**config.mk**
```make
export PLATFORM = sky130hd
export DESIGN_NAME = tap_ir_ctrl_flat
export DESIGN_NICKNAME = d
export VERILOG_FILES = /design/src/rtl/tap_ir_ctrl_if.sv /design/src/rtl/tap_ir_ctrl.sv /design/src/flat_wrapper.sv
export SDC_FILE = /design/constraint.sdc
export NUM_CORES = 1
export LEC_CHECK = 0
export ABC_AREA = 1
export CAP_MARGIN = 20
export CORE_ASPECT_RATIO = 1.75
export CORE_UTILIZATION = 30
export DETAILED_ROUTE_END_ITERATION = 12
export GPL_TIMING_DRIVEN = 0
export PLACE_DENSITY = 0.57
export SYNTH_ARGS = -nofsm -noshare
export SYNTH_HDL_FRONTEND = slang
export SYNTH_SLANG_ARGS = --single-unit
```
**constraint.sdc**
```tcl
create_clock -name tck -period 1.22 [get_ports tck]
set_input_delay 0.244 -clock tck [delete_from_list [all_inputs] [get_ports tck]]
set_output_delay 0.244 -clock tck [all_outputs]
set_load 0.01 [all_outputs]
```
**src/rtl/tap_ir_ctrl_if.sv**
```systemverilog
// rtl/tap_ir_ctrl_if.sv - JTAG serial pin bundle between the test port and the TAP controller
interface tap_ir_ctrl_if;
  logic tms;
  logic tdi;
  logic tdo;
  logic tdo_en;

  modport master (output tms, output tdi, input tdo, input tdo_en);
  modport slave  (input tms, input tdi, output tdo, output tdo_en);
endinterface

```
**src/rtl/tap_ir_ctrl.sv**
```systemverilog
// rtl/tap_ir_ctrl.sv - IEEE 1149.1 TAP state machine with instruction register and state strobes
module tap_ir_ctrl #(
  parameter int                  IR_WIDTH   = 4,
  parameter logic [IR_WIDTH-1:0] IR_CAPTURE = 4'b0001,
  parameter logic [IR_WIDTH-1:0] IR_RESET   = 4'b0000
) (
  input  logic                tck,
  input  logic                trst_n,
  tap_ir_ctrl_if.slave        jtag,
  input  logic                dr_tdo,
  output logic [IR_WIDTH-1:0] ir_out,
  output logic [3:0]          tap_state,
  output logic                test_logic_reset,
  output logic                run_idle,
  output logic                capture_dr,
  output logic                shift_dr,
  output logic                update_dr,
  output logic                capture_ir,
  output logic                shift_ir,
  output logic                update_ir
);

  typedef enum logic [3:0] {
    TLR      = 4'd0,  RTI      = 4'd1,  SEL_DR   = 4'd2,  CAP_DR   = 4'd3,
    SHIFT_DR = 4'd4,  EXIT1_DR = 4'd5,  PAUSE_DR = 4'd6,  EXIT2_DR = 4'd7,
    UPD_DR   = 4'd8,  SEL_IR   = 4'd9,  CAP_IR   = 4'd10, SHIFT_IR = 4'd11,
    EXIT1_IR = 4'd12, PAUSE_IR = 4'd13, EXIT2_IR = 4'd14, UPD_IR   = 4'd15
  } tap_state_t;

  tap_state_t          state;
  tap_state_t          next_state;
  logic [IR_WIDTH-1:0] ir_sr;
  logic                tdo_en_q;

  always_comb begin
    next_state = TLR;
    case (state)
      TLR:      next_state = jtag.tms ? TLR      : RTI;
      RTI:      next_state = jtag.tms ? SEL_DR   : RTI;
      SEL_DR:   next_state = jtag.tms ? SEL_IR   : CAP_DR;
      CAP_DR:   next_state = jtag.tms ? EXIT1_DR : SHIFT_DR;
      SHIFT_DR: next_state = jtag.tms ? EXIT1_DR : SHIFT_DR;
      EXIT1_DR: next_state = jtag.tms ? UPD_DR   : PAUSE_DR;
      PAUSE_DR: next_state = jtag.tms ? EXIT2_DR : PAUSE_DR;
      EXIT2_DR: next_state = jtag.tms ? UPD_DR   : SHIFT_DR;
      UPD_DR:   next_state = jtag.tms ? SEL_DR   : RTI;
      SEL_IR:   next_state = jtag.tms ? TLR      : CAP_IR;
      CAP_IR:   next_state = jtag.tms ? EXIT1_IR : SHIFT_IR;
      SHIFT_IR: next_state = jtag.tms ? EXIT1_IR : SHIFT_IR;
      EXIT1_IR: next_state = jtag.tms ? UPD_IR   : PAUSE_IR;
      PAUSE_IR: next_state = jtag.tms ? EXIT2_IR : PAUSE_IR;
      EXIT2_IR: next_state = jtag.tms ? UPD_IR   : SHIFT_IR;
      UPD_IR:   next_state = jtag.tms ? SEL_DR   : RTI;
      default:  next_state = TLR;
    endcase
  end

  // Strobes are registered from next_state so they equal a decode of the registered state.
  always_ff @(posedge tck or negedge trst_n) begin
    if (!trst_n) begin
      state            <= TLR;
      ir_sr            <= IR_CAPTURE;
      ir_out           <= IR_RESET;
      test_logic_reset <= 1'b1;
      run_idle         <= 1'b0;
      capture_dr       <= 1'b0;
      shift_dr         <= 1'b0;
      update_dr        <= 1'b0;
      capture_ir       <= 1'b0;
      shift_ir         <= 1'b0;
      update_ir        <= 1'b0;
      tdo_en_q         <= 1'b0;
    end else begin
      state <= next_state;

      case (state)
        CAP_IR:   ir_sr <= IR_CAPTURE;
        SHIFT_IR: ir_sr <= {jtag.tdi, ir_sr[IR_WIDTH-1:1]};
        default:  ir_sr <= ir_sr;
      endcase

      case (state)
        UPD_IR:  ir_out <= ir_sr;
        TLR:     ir_out <= IR_RESET;
        default: ir_out <= ir_out;
      endcase

      test_logic_reset <= (next_state == TLR);
      run_idle         <= (next_state == RTI);
      capture_dr       <= (next_state == CAP_DR);
      shift_dr         <= (next_state == SHIFT_DR);
      update_dr        <= (next_state == UPD_DR);
      capture_ir       <= (next_state == CAP_IR);
      shift_ir         <= (next_state == SHIFT_IR);
      update_ir        <= (next_state == UPD_IR);
      tdo_en_q         <= (next_state == SHIFT_DR) || (next_state == SHIFT_IR);
    end
  end

  assign tap_state   = state;
  assign jtag.tdo_en = tdo_en_q;
  assign jtag.tdo    = shift_ir ? ir_sr[0] : (shift_dr ? dr_tdo : 1'b0);

endmodule

```
**src/flat_wrapper.sv**
```systemverilog
// flat-port wrapper written by rule: the top's interface ports become plain ports
module tap_ir_ctrl_flat 
#(
  parameter int                  IR_WIDTH   = 4,
  parameter logic [IR_WIDTH-1:0] IR_CAPTURE = 4'b0001,
  parameter logic [IR_WIDTH-1:0] IR_RESET   = 4'b0000
)
  (tck, trst_n, dr_tdo, ir_out, tap_state, test_logic_reset, run_idle, capture_dr, shift_dr, update_dr, capture_ir, shift_ir, update_ir, jtag_tms, jtag_tdi, jtag_tdo, jtag_tdo_en);
  tap_ir_ctrl_if jtag_i ();
  input  logic tck;
  input  logic trst_n;
  input  logic dr_tdo;
  output logic [IR_WIDTH-1:0] ir_out;
  output logic [3:0] tap_state;
  output logic test_logic_reset;
  output logic run_idle;
  output logic capture_dr;
  output logic shift_dr;
  output logic update_dr;
  output logic capture_ir;
  output logic shift_ir;
  output logic update_ir;
  input wire logic [$bits(jtag_i.tms)-1:0] jtag_tms;
  input wire logic [$bits(jtag_i.tdi)-1:0] jtag_tdi;
  output wire logic [$bits(jtag_i.tdo)-1:0] jtag_tdo;
  output wire logic [$bits(jtag_i.tdo_en)-1:0] jtag_tdo_en;
  assign jtag_i.tms = jtag_tms;
  assign jtag_i.tdi = jtag_tdi;
  assign jtag_tdo = jtag_i.tdo;
  assign jtag_tdo_en = jtag_i.tdo_en;
  tap_ir_ctrl #(.IR_WIDTH(IR_WIDTH), .IR_CAPTURE(IR_CAPTURE), .IR_RESET(IR_RESET)) u_core (.tck(tck), .trst_n(trst_n), .jtag(jtag_i), .dr_tdo(dr_tdo), .ir_out(ir_out), .tap_state(tap_state), .test_logic_reset(test_logic_reset), .run_idle(run_idle), .capture_dr(capture_dr), .shift_dr(shift_dr), .update_dr(update_dr), .capture_ir(capture_ir), .shift_ir(shift_ir), .update_ir(update_ir));
endmodule
```
======== Word-level counts from Yosys, hierarchy flattened ========
Index checks and enable logic that the tools add are counted.
storage, ports and cells
  input bits .............................. 5
  register bits after elaboration ......... 21
  output and inout port bits .............. 18
operators by class
  eq/ne operators ......................... 22
  muxes and demuxes ....................... 17
  reduce and logical (&&, ||, !) cells .... 8
operator list
  cell                                                             count
  4-bit == test, second input constant                             12
  4-bit case mux with 12 select lines                              1
  4-bit by 3-bit == test with 1-bit output, second input constant  5
  4-bit two-way mux                                                4
  4-bit case mux with 2 select lines                               2
  4-bit by 2-bit == test with 1-bit output, second input constant  3
  4-bit by 1-bit == test with 1-bit output, second input constant  2
  4-bit logical NOT                                                2
  2-bit two-way mux                                                3
  3-bit two-way mux                                                2
  1-bit two-way mux                                                5
  2-bit nonzero test                                               2
  2-bit OR reduction                                               2
  3-bit OR reduction                                               1
  1-bit logical OR                                                 1

======== Depth between registers and ports, before layout ========
  word-level depth ........................ 5
  mapped depth ............................ 9

======== Least setup slack after synthesis ========
No wires, ideal clock.
  path type ............................... register to register
  start ................................... reg u_core.state[0] (netlist: u_core.tap_state[0])
  end ..................................... reg u_core.tdo_en_q (netlist: u_core.jtag.tdo_en)
  arrival time ............................ 1,190 ps
  cell stages (with the launch flop) ...... 8
  period minus slack after synthesis ...... 1,314 ps
  library setup time ...................... 125 ps
  setup slack ............................. -94 ps
  cells stage by stage .................... dfrtp_1 -> nand2_1 -> inv_1 -> nand2_1 -> nand2_1 -> or2_2 -> nand3_1 -> nand2_1
on the way
  longest elaborated chain between the ends .. 5
  elaborated cells on any way between the ends .. 23
  classes of those cells .................. 17 x eq/ne; 1 x mux; 5 x reduce/logical
ends and longest elaborated chain
  element                                                                           RTL line           RTL
  from (decl)                                                                       tap_ir_ctrl.sv:30  tap_state_t state;
  from (signal assigned)                                                            tap_ir_ctrl.sv:74  state <= next_state;
  4-bit by 1-bit == test with 1-bit output, or another cell as far along            tap_ir_ctrl.sv:37  case (state)
  3-bit OR reduction (no source line) / 2-bit OR reduction (equally long branches)  -
  4-bit case mux with 12 select lines *                                             tap_ir_ctrl.sv:37
  4-bit by 3-bit == test with 1-bit output / 4-bit == test (equally long branches)  tap_ir_ctrl.sv:96  tdo_en_q <= (next_state == SHIFT_DR) || (next_state == SHIFT_IR);
  1-bit logical OR *                                                                tap_ir_ctrl.sv:96
  to (signal assigned)                                                              tap_ir_ctrl.sv:96
  to (decl)                                                                         tap_ir_ctrl.sv:33  logic tdo_en_q;
Every way passes the cells marked *; elsewhere a longest branch is shown, timed or not.
A chain may end at the register's enable or synchronous reset.

======== Worst setup path after layout ========
  start ................................... reg u_core.state[1] (netlist: u_core.tap_state[1])
  end ..................................... reg u_core.run_idle
on the way
  longest elaborated chain between the ends .. 4
  elaborated cells on any way between the ends .. 21
  classes of those cells .................. 16 x eq/ne; 1 x mux; 4 x reduce/logical
ends and longest elaborated chain
  element                                                                           RTL line           RTL
  4-bit by 1-bit == test with 1-bit output, or another cell as far along            tap_ir_ctrl.sv:37
  3-bit OR reduction (no source line) / 2-bit OR reduction (equally long branches)  -
  4-bit case mux with 12 select lines *                                             tap_ir_ctrl.sv:37
  4-bit by 1-bit == test with 1-bit output *                                        tap_ir_ctrl.sv:89  run_idle <= (next_state == RTI);
  to (signal assigned)                                                              tap_ir_ctrl.sv:89
  to (decl)                                                                         tap_ir_ctrl.sv:14  output logic run_idle,
Marks and branches as above.

==> run summary <==
status -> finished, violations left
failing checks -> negative setup slack
vias -> 1059
Cell Rows -> 27
final core utilization -> 52.17%
Root Buffer Master -> clkbuf_8
fin. max-slew vios -> 0
TNS Setup -> -1.709 ns
crit path kind -> flip-flop to flip-flop
Slew Limit Headroom -> 37.62%
first-pass GRT wire length -> 4.429 mm
Seq/Total Area, Yosys -> 52.16%
largest net degree at the start of global routing -> 22
PwrDens -> 2304 nW/um^2
core area -> 3176 um^2
dpl hpwl -> 1.763 mm
drt wl/cell -> 13.91 um
Synth Register Bits -> 21
final setup margin -> -0.2406 ns
Die ar. -> 3620 um^2
fraction of layout cells with a size suffix above 1 -> 52.02%
Mean Syn Cell Area -> 7.847 um^2
Clk pin slew, worst setup/hold paths -> 0.08 ns
Cells after DPL -> 193
# Max-Cap Violations -> 0
Die H -> 78.84 um
CTS Buffer Depth -> 2
clk_skew -> 0.001063 ns
grt total ovfl -> 0
final period utilization -> 119.7%
clock sinks -> 21
Hold Crit Class -> input pin to async pin
crit path time final -> 1.461 ns
# DRC -> 0
fin cells -> 216
Achievable Freq -> 684.7 MHz
gpl congestion -> 0.8322
antenna cells -> 0
initial antenna violation count -> 0
Worst Path Required -> 1.41 ns
actual slew at the worst max-slew pin -> 0.9357 ns
post-synth net total -> 134
cts bufs inserted -> 3
IO Port Bufs -> 21
Worst setup SP type -> flip-flop
H-tree levels -> 1
nets -> 179
initial core utilization -> 31.88%
Ports -> 23
synth warn -> 0
Final setup viols -> 11
Final Power -> 3.818 mW
Crit. End Element -> flip-flop
Die W -> 45.91 um
Syn Inst Count -> 129
CP arrival -> 1.65 ns
via-per-instance ratio -> 4.903
P_leak -> 0.9094 nW
post-route ant nets -> 0
TritonCTS clock tree -> done
vias in the first global route -> 1054
Worst-Skew Late Latency -> 0.25 ns
number of DRC markers in iteration 0 -> 52
RSZ-0062 raised after global routing -> true
cts hold-fix bufs -> 0
Synth-to-Final Area Change -> 63.66%
Max IR drop VDD -> 1480 uV
GRT Util Overall -> 16.76%
Final Hold Viols -> 0
post-synthesis cell type count -> 17
area of the mapped netlist -> 1012 um^2
TritonRoute pass-1 iters -> 4
crit path max fanout -> 5
WL final -> 3.004 mm
-- placed cells by master (no fill, tap or decap), types with 2 or more instances in the layout --
cell type / count
o21ai_2: 2
nand2_4: 4
buf_2: 2
o21ai_1: 3
nor2_1: 7
nor2_4: 5
buf_4: 9
nand3_2: 10
dlygate4sd2_1: 14
inv_2: 7
clkdlybuf4s50_1: 2
inv_1: 9
dfstp_2: 2
buf_6: 13
nand2_2: 10
nand2_1: 24
nand3_1: 4
dfrtp_2: 4
nor2_2: 13
clkbuf_8: 3
dfrtp_1: 15
o22ai_1: 2
-- final timing paths --
kind	cells after the start	end	from	slack, ns
min in group tck	2	u_core.capture_dr	jtag_tms	0.24
max in group asynchronous	1	u_core.tap_state[3]	trst_n	0.35
setup / recovery	8	u_core.run_idle	u_core.tap_state[1]	-0.24
hold / removal	1	u_core.capture_dr	trst_n	0.24
hold reg to reg	2	u_core.ir_out[0]	u_core.ir_out[0]	0.52
setup reg to reg	8	u_core.run_idle	u_core.tap_state[1]	-0.24
-- critical path, cell delays in order, from the launching register on --
cell	delay (ns)
dfrtp_2	0.46
buf_6	0.15
nand2_1	0.10
nor2_2	0.07
nor2_2	0.11
nand3_2	0.12
nor2_4	0.19
nand2_2	0.09
nor2_1	0.10
-- kinds of logic after synthesis --
family	share of synthesized area, %
AND/OR/NAND/NOR	34.36
buffers and inverters	7.416
flip-flops	52.16
AO/OA/AOI/OAI	6.057
-- metal layers --
layer	up-vias	wire (um)	track usage [%]	share of wire, %
li1	488	-	-	-
met1	518	989	15.60	33
met2	36	1774	32.25	59
met3	17	120	2.727	4.0
met4	0	119	7.647	4.0
met5	-	0	0	0
-- Yosys cell counts --
cell       instances  area share [%]
o21ai_0            5             2.5
or2_2              1            0.62
inv_1             14             5.2
nand2_2            2             1.2
nand2_1           36              13
nand3_1           14             6.9
dfstp_2            2             5.2
nor3_2             1            0.99
dfrtp_1           19              47
nor2_4             2             2.2
o2111ai_1          1            0.87
o21ai_2            1            0.87
nor2_2             2             1.2
inv_2              4             1.5
nor2_1            21             7.8
o22ai_1            3             1.9
buf_4              1            0.74
-- where the power goes --
| part | switching, mW | total (mW) | internal [mW] | leakage (nW) |
|---|---|---|---|---|
| Clock | 0.222 | 0.450 | 0.227 | 0.0255 |
| Sequential | 0.143 | 1.06 | 0.921 | 0.272 |
| Combinational | 1.30 | 2.30 | 1.01 | 0.612 |
-- what timing repair did --
| item | CTS | global route |
|---|---|---|
| endpoints found under the setup margin | 30 | 19 |
| resized for setup | 70 | 24 |
| pin swaps | 16 | 18 |
| setup buffers | 18 | 3 |
-- metrics by stage --
step / hold WS (ns) / worst slack, ns / area (um^2)
2_1_floorplan: -0.05159 / -0.01877 / 1042
3_3_place_gp: 0.4920 / -0.4491 / 1306
5_1_grt: 0.2212 / -0.3168 / 1657
4_1_cts: 0.2279 / -0.1990 / 1579
3_5_place_dp: 0.4963 / -0.4588 / 1306
6_report: 0.2369 / -0.2406 / 1657
-- registers in the layout (all words and copies together), names as in the netlist --
signal / count
u_core.test_logic_reset: 1
u_core.shift_ir: 1
u_core.update_ir: 1
u_core.capture_ir: 1
u_core.ir_out: 4
u_core.tap_state: 4
u_core.ir_sr: 4
u_core.run_idle: 1
u_core.shift_dr: 1
u_core.capture_dr: 1
u_core.jtag.tdo_en: 1
u_core.update_dr: 1
-- cell type report --
type,count,area [um^2]
well taps,43,53.80
clock inverters,1,5.005
fillers,310,1519
clock buffers,3,41.29
repair buffers,40,369.1
inverters,18,75.07
plain buffers,1,7.507
flip-flops and latches,21,533.0
multi-input cells,89,571.8
(Power assumes the default switching activity.)
